$ cat config.mk
export PLATFORM = sky130hd
export DESIGN_NAME = reg_file_sb
export DESIGN_NICKNAME = d
export VERILOG_FILES = /design/src/rtl/regfile_pkg.sv /design/src/rtl/reg_scoreboard.sv /design/src/rtl/reg_file_sb.sv
export SDC_FILE = /design/constraint.sdc
export NUM_CORES = 2
export LEC_CHECK = 0
export BUFFER_PORTS_ARGS = -buffer_cell sky130_fd_sc_hd__buf_2
export CAP_MARGIN = 20
export CORE_MARGIN = 4
export CORE_UTILIZATION = 50
export CTS_BUF_LIST = sky130_fd_sc_hd__clkbuf_4 sky130_fd_sc_hd__clkbuf_8 sky130_fd_sc_hd__clkbuf_16
export DETAILED_ROUTE_END_ITERATION = 10
export MAX_ROUTING_LAYER = met4
export PLACE_DENSITY = 0.75
export SETUP_SLACK_MARGIN = 0.1
export SLEW_MARGIN = 15
export SYNTH_ARGS = -nofsm -noshare
export SYNTH_HDL_FRONTEND = slang
export SYNTH_HIERARCHICAL = 1
export SYNTH_SLANG_ARGS = --single-unit
$ cat constraint.sdc
create_clock -name clk_i -period 9.23 [get_ports clk_i]
set_input_delay 1.846 -clock clk_i [delete_from_list [all_inputs] [get_ports clk_i]]
set_output_delay 1.846 -clock clk_i [all_outputs]
set_load 0.1 [all_outputs]
$ cat src/rtl/regfile_pkg.sv
// Shared definitions for the scoreboarded register file: default sizes, the
// index type and the helper that locates port k inside a packed bus.
package regfile_pkg;

  localparam int unsigned XLEN_DEF  = 32;
  localparam int unsigned NREGS_DEF = 32;

  typedef logic [$clog2(NREGS_DEF)-1:0] reg_idx_t;

  // LSB of field k in a bus of equally sized fields of the given width.
  function automatic int unsigned unpack_idx(input int unsigned k, input int unsigned width);
    return k * width;
  endfunction

endpackage

$ cat src/rtl/reg_scoreboard.sv
// Per-register busy bits for the hazard unit. Priority is flush over set,
// and set over clear. Bit 0 never becomes busy.
module reg_scoreboard #(
  parameter int unsigned NREGS = 32,
  parameter int unsigned AW    = $clog2(NREGS)
) (
  input  logic             clk_i,
  input  logic             rst_i,
  input  logic             set_en_i,
  input  logic [AW-1:0]    set_idx_i,
  input  logic             clr_en_i,
  input  logic [AW-1:0]    clr_idx_i,
  input  logic             flush_i,
  output logic [NREGS-1:0] busy_o,
  output logic             any_busy_o
);

  logic [NREGS-1:0] busy_d, busy_q;

  always_comb begin
    busy_d = busy_q;
    if (clr_en_i) busy_d[clr_idx_i] = 1'b0;
    // The newer instruction owns the register when set and clear collide.
    if (set_en_i) busy_d[set_idx_i] = 1'b1;
    if (flush_i)  busy_d = '0;
    busy_d[0] = 1'b0;
  end

  always_ff @(posedge clk_i) begin
    if (rst_i) begin
      busy_q <= '0;
    end else begin
      busy_q <= busy_d;
    end
  end

  assign busy_o     = busy_q;
  assign any_busy_o = |busy_q;

endmodule

$ cat src/rtl/reg_file_sb.sv
// Integer register file with NRD combinational read ports, optional WB-to-read
// bypass and a busy scoreboard feeding the ID-stage stall logic. x0 reads zero.
module reg_file_sb
  import regfile_pkg::*;
#(
  parameter int unsigned XLEN   = XLEN_DEF,
  parameter int unsigned NREGS  = NREGS_DEF,
  parameter int unsigned NRD    = 2,
  parameter int unsigned BYPASS = 1,
  parameter int unsigned AW     = $clog2(NREGS)
) (
  input  logic                clk_i,
  input  logic                rst_i,
  input  logic [XLEN-1:0]     Write_data_i,
  input  logic                RegWriteW_i,
  input  logic [AW-1:0]       Rd_i,
  input  logic [NRD*AW-1:0]   Rs_i,
  output logic [NRD*XLEN-1:0] Read_reg_o,
  input  logic                Issue_i,
  input  logic [AW-1:0]       Issue_rd_i,
  input  logic                Flush_i,
  output logic [NRD-1:0]      Rs_busy_o,
  output logic                Any_busy_o
);

  localparam bit BypassEn = (BYPASS != 0);

  logic [XLEN-1:0]  regs_q [NREGS];
  logic [NREGS-1:0] busy;
  logic             wb_en;

  assign wb_en = RegWriteW_i && (Rd_i != '0);

  always_ff @(posedge clk_i) begin
    if (rst_i) begin
      for (int unsigned i = 0; i < NREGS; i++) begin
        regs_q[i] <= '0;
      end
    end else if (wb_en) begin
      regs_q[Rd_i] <= Write_data_i;
    end
  end

  reg_scoreboard #(
    .NREGS (NREGS),
    .AW    (AW)
  ) u_scoreboard (
    .clk_i      (clk_i),
    .rst_i      (rst_i),
    .set_en_i   (Issue_i && (Issue_rd_i != '0)),
    .set_idx_i  (Issue_rd_i),
    .clr_en_i   (wb_en),
    .clr_idx_i  (Rd_i),
    .flush_i    (Flush_i),
    .busy_o     (busy),
    .any_busy_o (Any_busy_o)
  );

  for (genvar k = 0; k < NRD; k++) begin : g_rd
    localparam int unsigned IdxLsb = unpack_idx(k, AW);
    localparam int unsigned DatLsb = unpack_idx(k, XLEN);

    logic [AW-1:0] rs;
    logic          wb_hit;
    logic          issue_hit;

    assign rs        = Rs_i[IdxLsb +: AW];
    assign wb_hit    = BypassEn && RegWriteW_i && (Rd_i == rs);
    assign issue_hit = Issue_i && (Issue_rd_i == rs);

    assign Read_reg_o[DatLsb +: XLEN] = (rs == '0) ? '0 :
                                        wb_hit     ? Write_data_i : regs_q[rs];
    // A bypassed result is already available unless a new writer claims it now.
    assign Rs_busy_o[k] = busy[rs] & ~(wb_hit & ~issue_hit);
  end

endmodule

==> results by group <==
Outcome
  – Status: complete, no violations

Yosys
  – Register area share after synthesis: 0.547
  – Post-synth EDFFs: about 1000
  – Yosys top cell area share: 0.536
  – Yosys warns: 6
  – Synth area leader: edfxtp_1
  – Ys async rst share: 0
  – Unique masters post-synth: 70
  – Mean Syn Cell Area: around 14 µm²
  – Post-Syn Area: ~57000 µm²
  – Post-synthesis cell count: just over 4000
  – Main synth FF type: edfxtp_1
  – Most area-consuming cells after synthesis: edfxtp_1 54%, mux4_2 16%, and2_1 11%
  – Register bit count reported by yosys: 1055

Finish
  – Fin area: 63100 µm²
  – Final nets: roughly 4000
  – Post-Layout Cell Count: around 5600
  – Final Util: 0.552
  – Layout area overhead: 9.90%
  – Share of cells above drive strength 1: 0.232

Global routing
  – Largest net degree at the start of global routing: 76
  – Initial antenna violation count: 24
  – First-pass GRT wire length: ~290 mm
  – Remaining Overflow, GRT: 0
  – Gr usage total: 0.347
  – Vias in the first global route: 38800

STA
  – Skew final: 0 ns
  – Final Slew Violations: 0
  – Fin Setup TNS: 0 ns
  – Max Clock Freq: ~130 MHz
  – Setup ws final: between 1 and 1.5 ns
  – Worst-Margin Slew: ~1.3 ns
  – Final hold vios: 0
  – RSZ-0062 raised after global routing: false
  – Final setup viols: 0
  – Slew headroom: 0.132
  – Final worst-path cycle share: 0.840
  – Worst hold slack: 0.553 ns
  – Final min period: approximately 7.8 ns

Pwr
  – Reg power frac: 0.473
  – Overall power: approximately 12 mW
  – Clock power frac: 0.373
  – Sw Pwr: ~3.3 mW
  – Cell Pwr Density: approximately 190 nW/µm²
  – Static leakage: 22.1 nW
  – Sw Share: 0.278
  – Cell Int Power: around 8.6 mW
  – Peak supply drop: about 0.00021 V
  – Combinational share of power: 0.153

Min path
  – Worst Min Path Start: u_scoreboard/busy_o[8]
  – Worst Hold End: u_scoreboard/busy_o[8]
  – HP Class: reg -> reg
  – Hold Path Stages: 1

Route
  – Drt pass-1 iters: 10
  – Via density: about 7.2
  – Starting DRT DRC Count: approximately 7500
  – DRC: 0
  – WL final: just over 200 mm
  – Wire per inst: 36.7 µm
  – Routed vias: slightly above 40000
  – ANT nets after route: 0

Clock network
  – Clock slew at the register clock pins of the worst setup and hold paths: ~0.06 ns
  – Hold_buf cts: 0
  – TritonCTS sink count: 1055
  – Total CTS buffers: around 110
  – Setup Fix Bufs, Post-CTS: 0
  – CTS Root Cell: clkbuf_16
  – Post-CTS sizing: 0
  – H-Tree Level Count: 3
  – CTS tree: yes
  – Maximum buffer depth of the clock tree: 3
  – Worst skew pair latency: around 0.7 ns

Critical path
  – Reg-to-reg setup timing slack: ~8.5 ns
  – FF-to-FF End: u_scoreboard/busy_o[12]
  – CP Max Fanout: 66
  – Class of the most critical setup path: in -> out
  – Crit Reg-Reg Startpoint: u_scoreboard/busy_o[12]
  – CP Data Required Time: between 7 and 8 ns
  – Crit path DAT: just under 6 ns
  – CP endpoint kind: output port
  – CP Launch Type: input port
  – Worst reg-to-reg path cell count: 1

Placement
  – Placer Congestion: approximately 0.95
  – Inst Count DP: roughly 5400
  – Placed Area: a little under 60000 µm²
  – Place WS: 1.94 ns
  – Detailed Place HPWL: approximately 120 mm
  – PortBufs: 123

Floorplanning
  – Core area: ~110000 µm²
  – Area of the die: roughly 120000 µm²
  – Top-Level Pins: between 100 and 150
  – Row cnt: between 100 and 150
  – Die height: 347 µm
  – Initial core utilization: 0.503
  – DIE WIDTH: approximately 350 µm

Job
  – Max-cap violation count: 0
==> state kept, by name, indices dropped and copies added, names as in the netlist <==
register,count
regs_q,1024
u_scoreboard/busy_o,31
==> power groups by stage <==
stage               registers, mW  logic (mW)  clock network [mW]
CTS                          5.63        1.76                4.43
floorplan                    5.68        1.21                   0
global placement             5.71        1.75                   0
global route                 5.66        1.84                4.64
finish                       5.64        1.82                4.45
detailed placement           5.73        1.76                   0
==> critical path: stages <==
cell and delay (ns):
buf_6 0.64, nand3b_1 0.90, buf_4 0.55, o221ai_1 0.25, o21ai_0 0.19, a211oi_1 0.84
buf_2 0.57
==> cells in the mapped netlist (8+ instances only) <==
master	n
edfxtp_1	1024
and2_1	996
mux4_2	399
clkbuf_1	300
mux2i_1	271
nand2_1	96
nor2_1	88
o22ai_1	76
buf_2	71
o21ai_0	66
a22oi_1	51
a211oi_1	39
o221ai_1	38
mux2_2	34
or2_2	34
a32o_1	33
a21oi_1	32
dfxtp_1	31
buf_4	27
a22o_1	22
a211o_1	20
nor2b_1	20
buf_1	15
nand3_1	15
nand4_1	15
buf_6	14
nor3_1	14
a221oi_1	12
and3_1	12
mux4_1	12
xor2_1	12
o22a_1	11
a31oi_1	10
nand3b_1	9
nor4_1	9
a311o_1	8
and3b_1	8
o211ai_1	8
o21a_1	8
or4_1	8
xnor2_1	8
==> worst max-delay path by stage <==
stage,start,end,slack [ns]
CTS,Rs_i[6],Read_reg_o[45],1.92
global route,Rs_i[6],Read_reg_o[45],1.60
global placement,Rs_i[6],Read_reg_o[45],1.92
detailed placement,Rs_i[6],Read_reg_o[51],1.94
finish,Rs_i[6],Read_reg_o[45],1.48
floorplan,Rs_i[5],Read_reg_o[34],1.93
==> final cells by class <==
class / instances / area, µm²
flip-flops and latches: 1055 / 31400
repair buffers: 255 / 1750
clock buffers: 135 / 2910
clock inverters: 56 / 591
well taps: 1512 / 1890
inverters: 3 / 11.3
multi-input cells: 2587 / 24500
fillers: 9035 / 51100
diodes: 25 / 62.6
==> cell families after synthesis <==
family | count (synthesis) | share of synthesized area
compound gates | 461 | 0.0591
mux | 716 | 0.216
flops | 1055 | 0.547
other cells | 2 | 0.000131
xor+xnor | 20 | 0.00305
simple gates | 1357 | 0.141
buf+inv | 431 | 0.0336
==> placed cells by master, fill, tap and decap left out, drive strengths merged, types with 9 or more instances in the layout <==
master / instances
edfxtp: 1024
and2: 997
mux4: 411
mux2i: 271
buf: 252
clkbuf: 137
nand2: 96
nor2: 89
o22ai: 76
o21ai: 67
a22oi: 51
a211oi: 39
o221ai: 38
clkinv: 38
or2: 35
mux2: 34
a32o: 33
conb: 33
a21oi: 32
dfxtp: 31
diode: 25
a22o: 22
a211o: 20
nor2b: 20
nand4: 15
nand3: 15
nor3: 14
xor2: 12
and3: 12
a221oi: 12
o22a: 11
bufinv: 11
nor3b: 11
a31oi: 10
nor4: 10
nand3b: 9
or4: 9
==> routing by layer <==
layer  track usage  vias up  part of all wire
li1              -    15476                 -
met1         0.447    19899              0.34
met2         0.484     4065              0.43
met3         0.123      833              0.17
met4         0.184        0             0.065
met5             -        -                 0
Power figures use the tool's default switching activity.
